$ cat config.mk
export PLATFORM = sky130hd
export DESIGN_NAME = seg7_scan_driver_flat
export DESIGN_NICKNAME = d
export VERILOG_FILES = /design/src/rtl/seg7_scan_driver_if.sv /design/src/rtl/seg7_scan_driver.sv /design/src/flat_wrapper.sv
export SDC_FILE = /design/constraint.sdc
export NUM_CORES = 1
export LEC_CHECK = 0
export BUFFER_PORTS_ARGS = -buffer_cell sky130_fd_sc_hd__buf_4
export CAP_MARGIN = 20
export CELL_PAD_IN_SITES_DETAIL_PLACEMENT = 2
export CELL_PAD_IN_SITES_GLOBAL_PLACEMENT = 2
export CORE_UTILIZATION = 33
export DETAILED_ROUTE_END_ITERATION = 8
export HOLD_SLACK_MARGIN = 0.05
export PLACE_DENSITY_LB_ADDON = 0.1
export SKIP_LAST_GASP = 1
export SLEW_MARGIN = 20
export SYNTH_ARGS = -nofsm -noshare
export SYNTH_HDL_FRONTEND = slang
export SYNTH_SLANG_ARGS = --single-unit
$ cat constraint.sdc
create_clock -name clk -period 3.3 [get_ports clk]
set_input_delay 0.495 -clock clk [delete_from_list [all_inputs] [get_ports clk]]
set_output_delay 0.495 -clock clk [all_outputs]
set_load 0.02 [all_outputs]
$ cat src/rtl/seg7_scan_driver_if.sv
// Display bus between the source selector and the seven-segment scan driver.
// The source side drives the word and dp mask; the driver returns AN and SEG.
interface seg7_scan_driver_if;
  logic [31:0] value;
  logic [7:0]  dp_mask;
  logic [7:0]  AN;
  logic [7:0]  SEG;

  modport master (output value, output dp_mask, input AN, input SEG);
  modport slave  (input value, input dp_mask, output AN, output SEG);
endinterface

$ cat src/rtl/seg7_scan_driver.sv
// 8-digit common-anode seven-segment scan driver with a frame-latched word.
// Optional leading-zero blanking is built when SEG7_BLANK_LEADING_ZEROS_EN is defined.
module seg7_scan_driver #(
  parameter int unsigned DIV = 100000
) (
  input logic          clk,
  input logic          rst,
  seg7_scan_driver_if.slave bus
);

  localparam int unsigned W = (DIV > 1) ? $clog2(DIV) : 1;
  localparam logic [W-1:0] LAST = W'(DIV - 1);

  logic [W-1:0] r_div_cnt;
  logic [2:0]   r_digit_idx;
  logic [31:0]  r_frame;
  logic         r_init;
  logic [7:0]   r_an;
  logic [7:0]   r_seg;

  logic         w_tick;
  logic         w_frame_start;
  logic [4:0]   w_shift;
  logic [3:0]   w_nib;
  logic [6:0]   w_glyph;
  logic         w_blank;

  assign w_tick        = (r_div_cnt == LAST);
  assign w_frame_start = w_tick && (r_digit_idx == 3'd7);
  assign w_shift       = {r_digit_idx, 2'b00};
  assign w_nib         = r_frame[w_shift +: 4];

`ifdef SEG7_BLANK_LEADING_ZEROS_EN
  logic [31:0] w_upper;
  assign w_upper = r_frame >> w_shift;
  // digit 0 always lights so an all-zero word still shows "0"
  assign w_blank = (r_digit_idx != 3'd0) && (w_upper == 32'd0);
`else
  assign w_blank = 1'b0;
`endif

  always_comb begin
    w_glyph = 7'h7F;
    case (w_nib)
      4'h0: w_glyph = 7'h40;
      4'h1: w_glyph = 7'h79;
      4'h2: w_glyph = 7'h24;
      4'h3: w_glyph = 7'h30;
      4'h4: w_glyph = 7'h19;
      4'h5: w_glyph = 7'h12;
      4'h6: w_glyph = 7'h02;
      4'h7: w_glyph = 7'h78;
      4'h8: w_glyph = 7'h00;
      4'h9: w_glyph = 7'h10;
      4'hA: w_glyph = 7'h08;
      4'hB: w_glyph = 7'h03;
      4'hC: w_glyph = 7'h46;
      4'hD: w_glyph = 7'h21;
      4'hE: w_glyph = 7'h06;
      4'hF: w_glyph = 7'h0E;
      default: w_glyph = 7'h7F;
    endcase
  end

  always_ff @(posedge clk) begin
    if (rst) begin
      r_div_cnt   <= '0;
      r_digit_idx <= 3'd0;
      r_frame     <= 32'd0;
      r_init      <= 1'b1;
      r_an        <= 8'hFF;
      r_seg       <= 8'hFF;
    end else begin
      r_div_cnt <= w_tick ? '0 : r_div_cnt + W'(1);
      if (w_tick)
        r_digit_idx <= r_digit_idx + 3'd1;
      // init and frame start can coincide; either way it is one load
      if (r_init || w_frame_start)
        r_frame <= bus.value;
      r_init <= 1'b0;
      if (w_blank) begin
        r_an  <= 8'hFF;
        r_seg <= 8'hFF;
      end else begin
        r_an  <= ~(8'd1 << r_digit_idx);
        r_seg <= {~bus.dp_mask[r_digit_idx], w_glyph};
      end
    end
  end

  assign bus.AN  = r_an;
  assign bus.SEG = r_seg;

endmodule
$ cat src/flat_wrapper.sv
// flat-port wrapper written by rule: the top's interface ports become plain ports
module seg7_scan_driver_flat 
#(
  parameter int unsigned DIV = 100000
)
  (clk, rst, bus_value, bus_dp_mask, bus_AN, bus_SEG);
  seg7_scan_driver_if bus_i ();
  input logic clk;
  input logic rst;
  input wire logic [$bits(bus_i.value)-1:0] bus_value;
  input wire logic [$bits(bus_i.dp_mask)-1:0] bus_dp_mask;
  output wire logic [$bits(bus_i.AN)-1:0] bus_AN;
  output wire logic [$bits(bus_i.SEG)-1:0] bus_SEG;
  assign bus_i.value = bus_value;
  assign bus_i.dp_mask = bus_dp_mask;
  assign bus_AN = bus_i.AN;
  assign bus_SEG = bus_i.SEG;
  seg7_scan_driver #(.DIV(DIV)) u_core (.clk(clk), .rst(rst), .bus(bus_i));
endmodule
==> results.yml <==
status:
  outcome: "complete, no violations"
logic_synthesis:
  ys_warn_count: 0
  yosysSeqAreaShare_pct: 44.5
  syn_inst: 339
  yosysMostFrequentCell: "sky130_fd_sc_hd__nand2_1"
  synth.ff_latch_count: 69
  netlist-cell-type-count: 46
  post_synth_design_cell_area_um2: 3110
  post_synth.cell_area_avg_um2: 9.16
  synth_top_family_by_area: "simple AND/OR/NAND/NOR gates"
  synth_ff_type: "sky130_fd_sc_hd__dfxtp_1"
  synth_async_sr_flop_share_pct: 0
  synth_edf_count: 0
  synth_compound_area_share_pct: 10.4
  synth.largest_area_cell: "sky130_fd_sc_hd__dfxtp_1"
  post-synth-top-area-fraction_pct: 44.5
  synth_fa_ha_area_share_pct: 4.83
  synth_mux_area_share_pct: 9.59
  synthesis.nets: 393
  synth-xor-area-share_pct: 4.79
  synth_simple_gate_area_share_pct: 19.7
  ys_top_cells_by_count: "sky130_fd_sc_hd__nand2_1 (80), sky130_fd_sc_hd__dfxtp_1 (69), sky130_fd_sc_hd__a21oi_1 (35)"
  netlist_top_cells_area: "sky130_fd_sc_hd__dfxtp_1 (44%), sky130_fd_sc_hd__nand2_1 (9.7%), sky130_fd_sc_hd__a21oi_1 (5.6%)"
global_routing:
  grt_start_max_net_pins: 54
  antenna_found_initial: 0
  grt.total_usage_pct: 18.1
  overflow: 0
  grt_pass1_vias: 2697
  grt_pass1_wl_um: 13600
finish:
  layout-drive-gt1-share_pct: 22.5
  finalCoreUtilization_pct: 40.9
  layoutNonFillerInstCount: 506
  diodes: 0
  num-nets-final: 446
  syn2layout_area_growth_pct: 21.1
sta:
  setup_repair_after_global_routing_missed_its_margin: "false"
  maxClockFrequency_mhz: 409
  slew_headroom_pct: 61.0
  timing.final.max_slew_violations: 0
  min_period_ns: 2.44
  finClkSkew_ns: 0.00691
  final_min_period_over_clock_period_pct: 74.1
  hold-worst-slack_ns: 0.403
  finalSetupTns_ns: 0
  final-hold-violation-count: 0
  setup-violations-final: 0
  max_slew.worst_pin.slew_ns: 0.579
hold_path:
  worstHoldPathType: "in2reg"
clock_network:
  cts.reportedPaths.clkPinSlew_ns: 0.07
  post_cts.repair.setup_buffers: 0
  clock_latency_late_sink_ns: 0.34
  tritoncts: "yes"
  cts_buffers: 9
  cts_hold_buffers: 0
  cts_max_path_bufs: 2
  h-tree-depth: 3
  cts-resized-gates: 0
  clock_sinks: 69
  clock_tree.root_cell: "sky130_fd_sc_hd__clkbuf_8"
floorplanning:
  num_rows: 35
  chipWidth_um: 99.0
  starting_density_of_the_core_pct: 33.8
  floorplan.core_area_um2: 9200
  die-area_um2: 9810
  num_io_pins: 58
  die_height_um: 99.0
routing:
  drc: 0
  detail_route.vias_per_cell: 4.96
  drt_pass1_iterations: 4
  drt.antenna.violating_nets: 0
  vias: 2512
  detail_route.wl_per_cell_um: 15.7
  route.final.wire_length_um: 7950
  drt_iter0_drc: 48
placed_design:
  hpwl_um: 5660
  quantity_of_i_o_buffers_inserted_on_ports: 57
  numPlacedInstances: 492
  gp_congestion: 0.774
pwr:
  p_leak_nw: 1.56
  cellPowerDensity_nw_per_um2: 472
  peakVddDrop_mv: 0.195
worst_setup_path:
  worst-path-max-fanout: 6
  worst_endpoint_data_arrival_time_ns: 2.66
  timing.reg2reg.setup_slack_ns: 0.86
  timing.setup.critical_path_class: "reg2reg"
  cp-start-kind: "register"
  worst-endpoint-required_ns: 3.51
  end_kind: "register"
run:
  cap_viol_max_count: 0
-- worst max-delay path, cell delays in order, from the launching register on --
cell and delay [ns]:
sky130_fd_sc_hd__dfxtp_1 0.49, sky130_fd_sc_hd__mux4_1 0.60, sky130_fd_sc_hd__mux2i_1 0.15, sky130_fd_sc_hd__buf_4 0.17
sky130_fd_sc_hd__inv_1 0.08, sky130_fd_sc_hd__ha_1 0.21, sky130_fd_sc_hd__inv_1 0.08, sky130_fd_sc_hd__nor3_1 0.07
sky130_fd_sc_hd__a2111oi_0 0.40, sky130_fd_sc_hd__a21oi_1 0.08
-- through the flow --
| stage | total power, W | setup slack [ns] | instance area, um^2 |
|---|---|---|---|
| after floorplan | 0.00100 | 0.853 | 3110 |
| after global placement | 0.00108 | 0.936 | 3560 |
| after detailed placement | 0.00108 | 0.861 | 3560 |
| after CTS | 0.00181 | 0.826 | 3760 |
| after global routing | 0.00187 | 0.568 | 3760 |
| final | 0.00178 | 0.856 | 3760 |
-- per-layer routing --
| layer | vias up | global-route usage, % | share of wire [%] |
|---|---|---|---|
| li1 | 1244 | - | - |
| met1 | 1208 | 23.7 | 49 |
| met2 | 50 | 28.9 | 46 |
| met3 | 10 | 4.11 | 3.5 |
| met4 | 0 | 7.12 | 1.5 |
| met5 | - | 0 | 0 |
-- final cells by class --
type | count | area [um^2]
inverter | 9 | 33.8
tap | 111 | 139
clock buffer | 13 | 169
fill | 1041 | 5430
clock inverter | 1 | 30.0
timing repair buffer | 63 | 473
multi-input combinational | 240 | 1540
sequential | 69 | 1380
-- state kept, by name, indices dropped and copies added (netlist names) --
name / cells
u_core.r_digit_idx: 3
u_core.r_frame: 32
u_core.r_div_cnt: 17
u_core.bus.SEG: 8
u_core.r_init: 1
u_core.bus.AN: 8
-- path summary, 6_finish.rpt --
kind | startpoint | end | cells past startpoint
worst max register to register | u_core.r_digit_idx[0]$_SDFFE_PP0P_ | u_core.bus.SEG[3]$_SDFF_PP1_ | 9
worst min-delay path | bus_value[31] | u_core.r_frame[31]$_SDFFE_PP0P_ | 3
worst min register to register | u_core.r_div_cnt[0]$_SDFF_PP0_ | u_core.r_div_cnt[0]$_SDFF_PP0_ | 1
worst max-delay path | u_core.r_digit_idx[0]$_SDFFE_PP0P_ | u_core.bus.SEG[3]$_SDFF_PP1_ | 9
-- cell usage in the layout, fill, tap and decap left out, types with 2 or more instances in the layout --
master                     count
sky130_fd_sc_hd__mux2i_1       8
sky130_fd_sc_hd__nand4_1       2
sky130_fd_sc_hd__nor3b_1       2
sky130_fd_sc_hd__mux4_1        4
sky130_fd_sc_hd__nor2_1       29
sky130_fd_sc_hd__nand3_1       6
sky130_fd_sc_hd__a21oi_1      35
sky130_fd_sc_hd__nand2b_1      4
sky130_fd_sc_hd__dfxtp_1      69
sky130_fd_sc_hd__mux2_2        2
sky130_fd_sc_hd__and3_1        3
sky130_fd_sc_hd__ha_1         12
sky130_fd_sc_hd__nand2_1      80
sky130_fd_sc_hd__mux4_2        4
sky130_fd_sc_hd__xor2_1        8
sky130_fd_sc_hd__clkbuf_8     12
sky130_fd_sc_hd__nor2b_1       3
sky130_fd_sc_hd__a221o_1       3
sky130_fd_sc_hd__a21o_1        2
sky130_fd_sc_hd__nor4_1        2
sky130_fd_sc_hd__nor3_1        4
sky130_fd_sc_hd__buf_4        63
sky130_fd_sc_hd__xnor2_1       9
sky130_fd_sc_hd__a211oi_1      2
sky130_fd_sc_hd__inv_1         8
-- cell families (layout without fill, tap and decap cells) --
group,count (synthesis),in the layout
fa+ha+maj,12,12
simple gates,141,141
mux,18,18
xor+xnor,17,17
buf+inv,30,86
compound gates,52,52
flops,69,69
-- power by group --
group          switching [W]  leakage (nW)  internal (W)
Combinational      0.0000904         0.888     0.0000860
Clock               0.000310         0.102      0.000404
Sequential         0.0000188         0.566      0.000867
Total               0.000419          1.56       0.00136
Power figures use the tool's default switching activity.
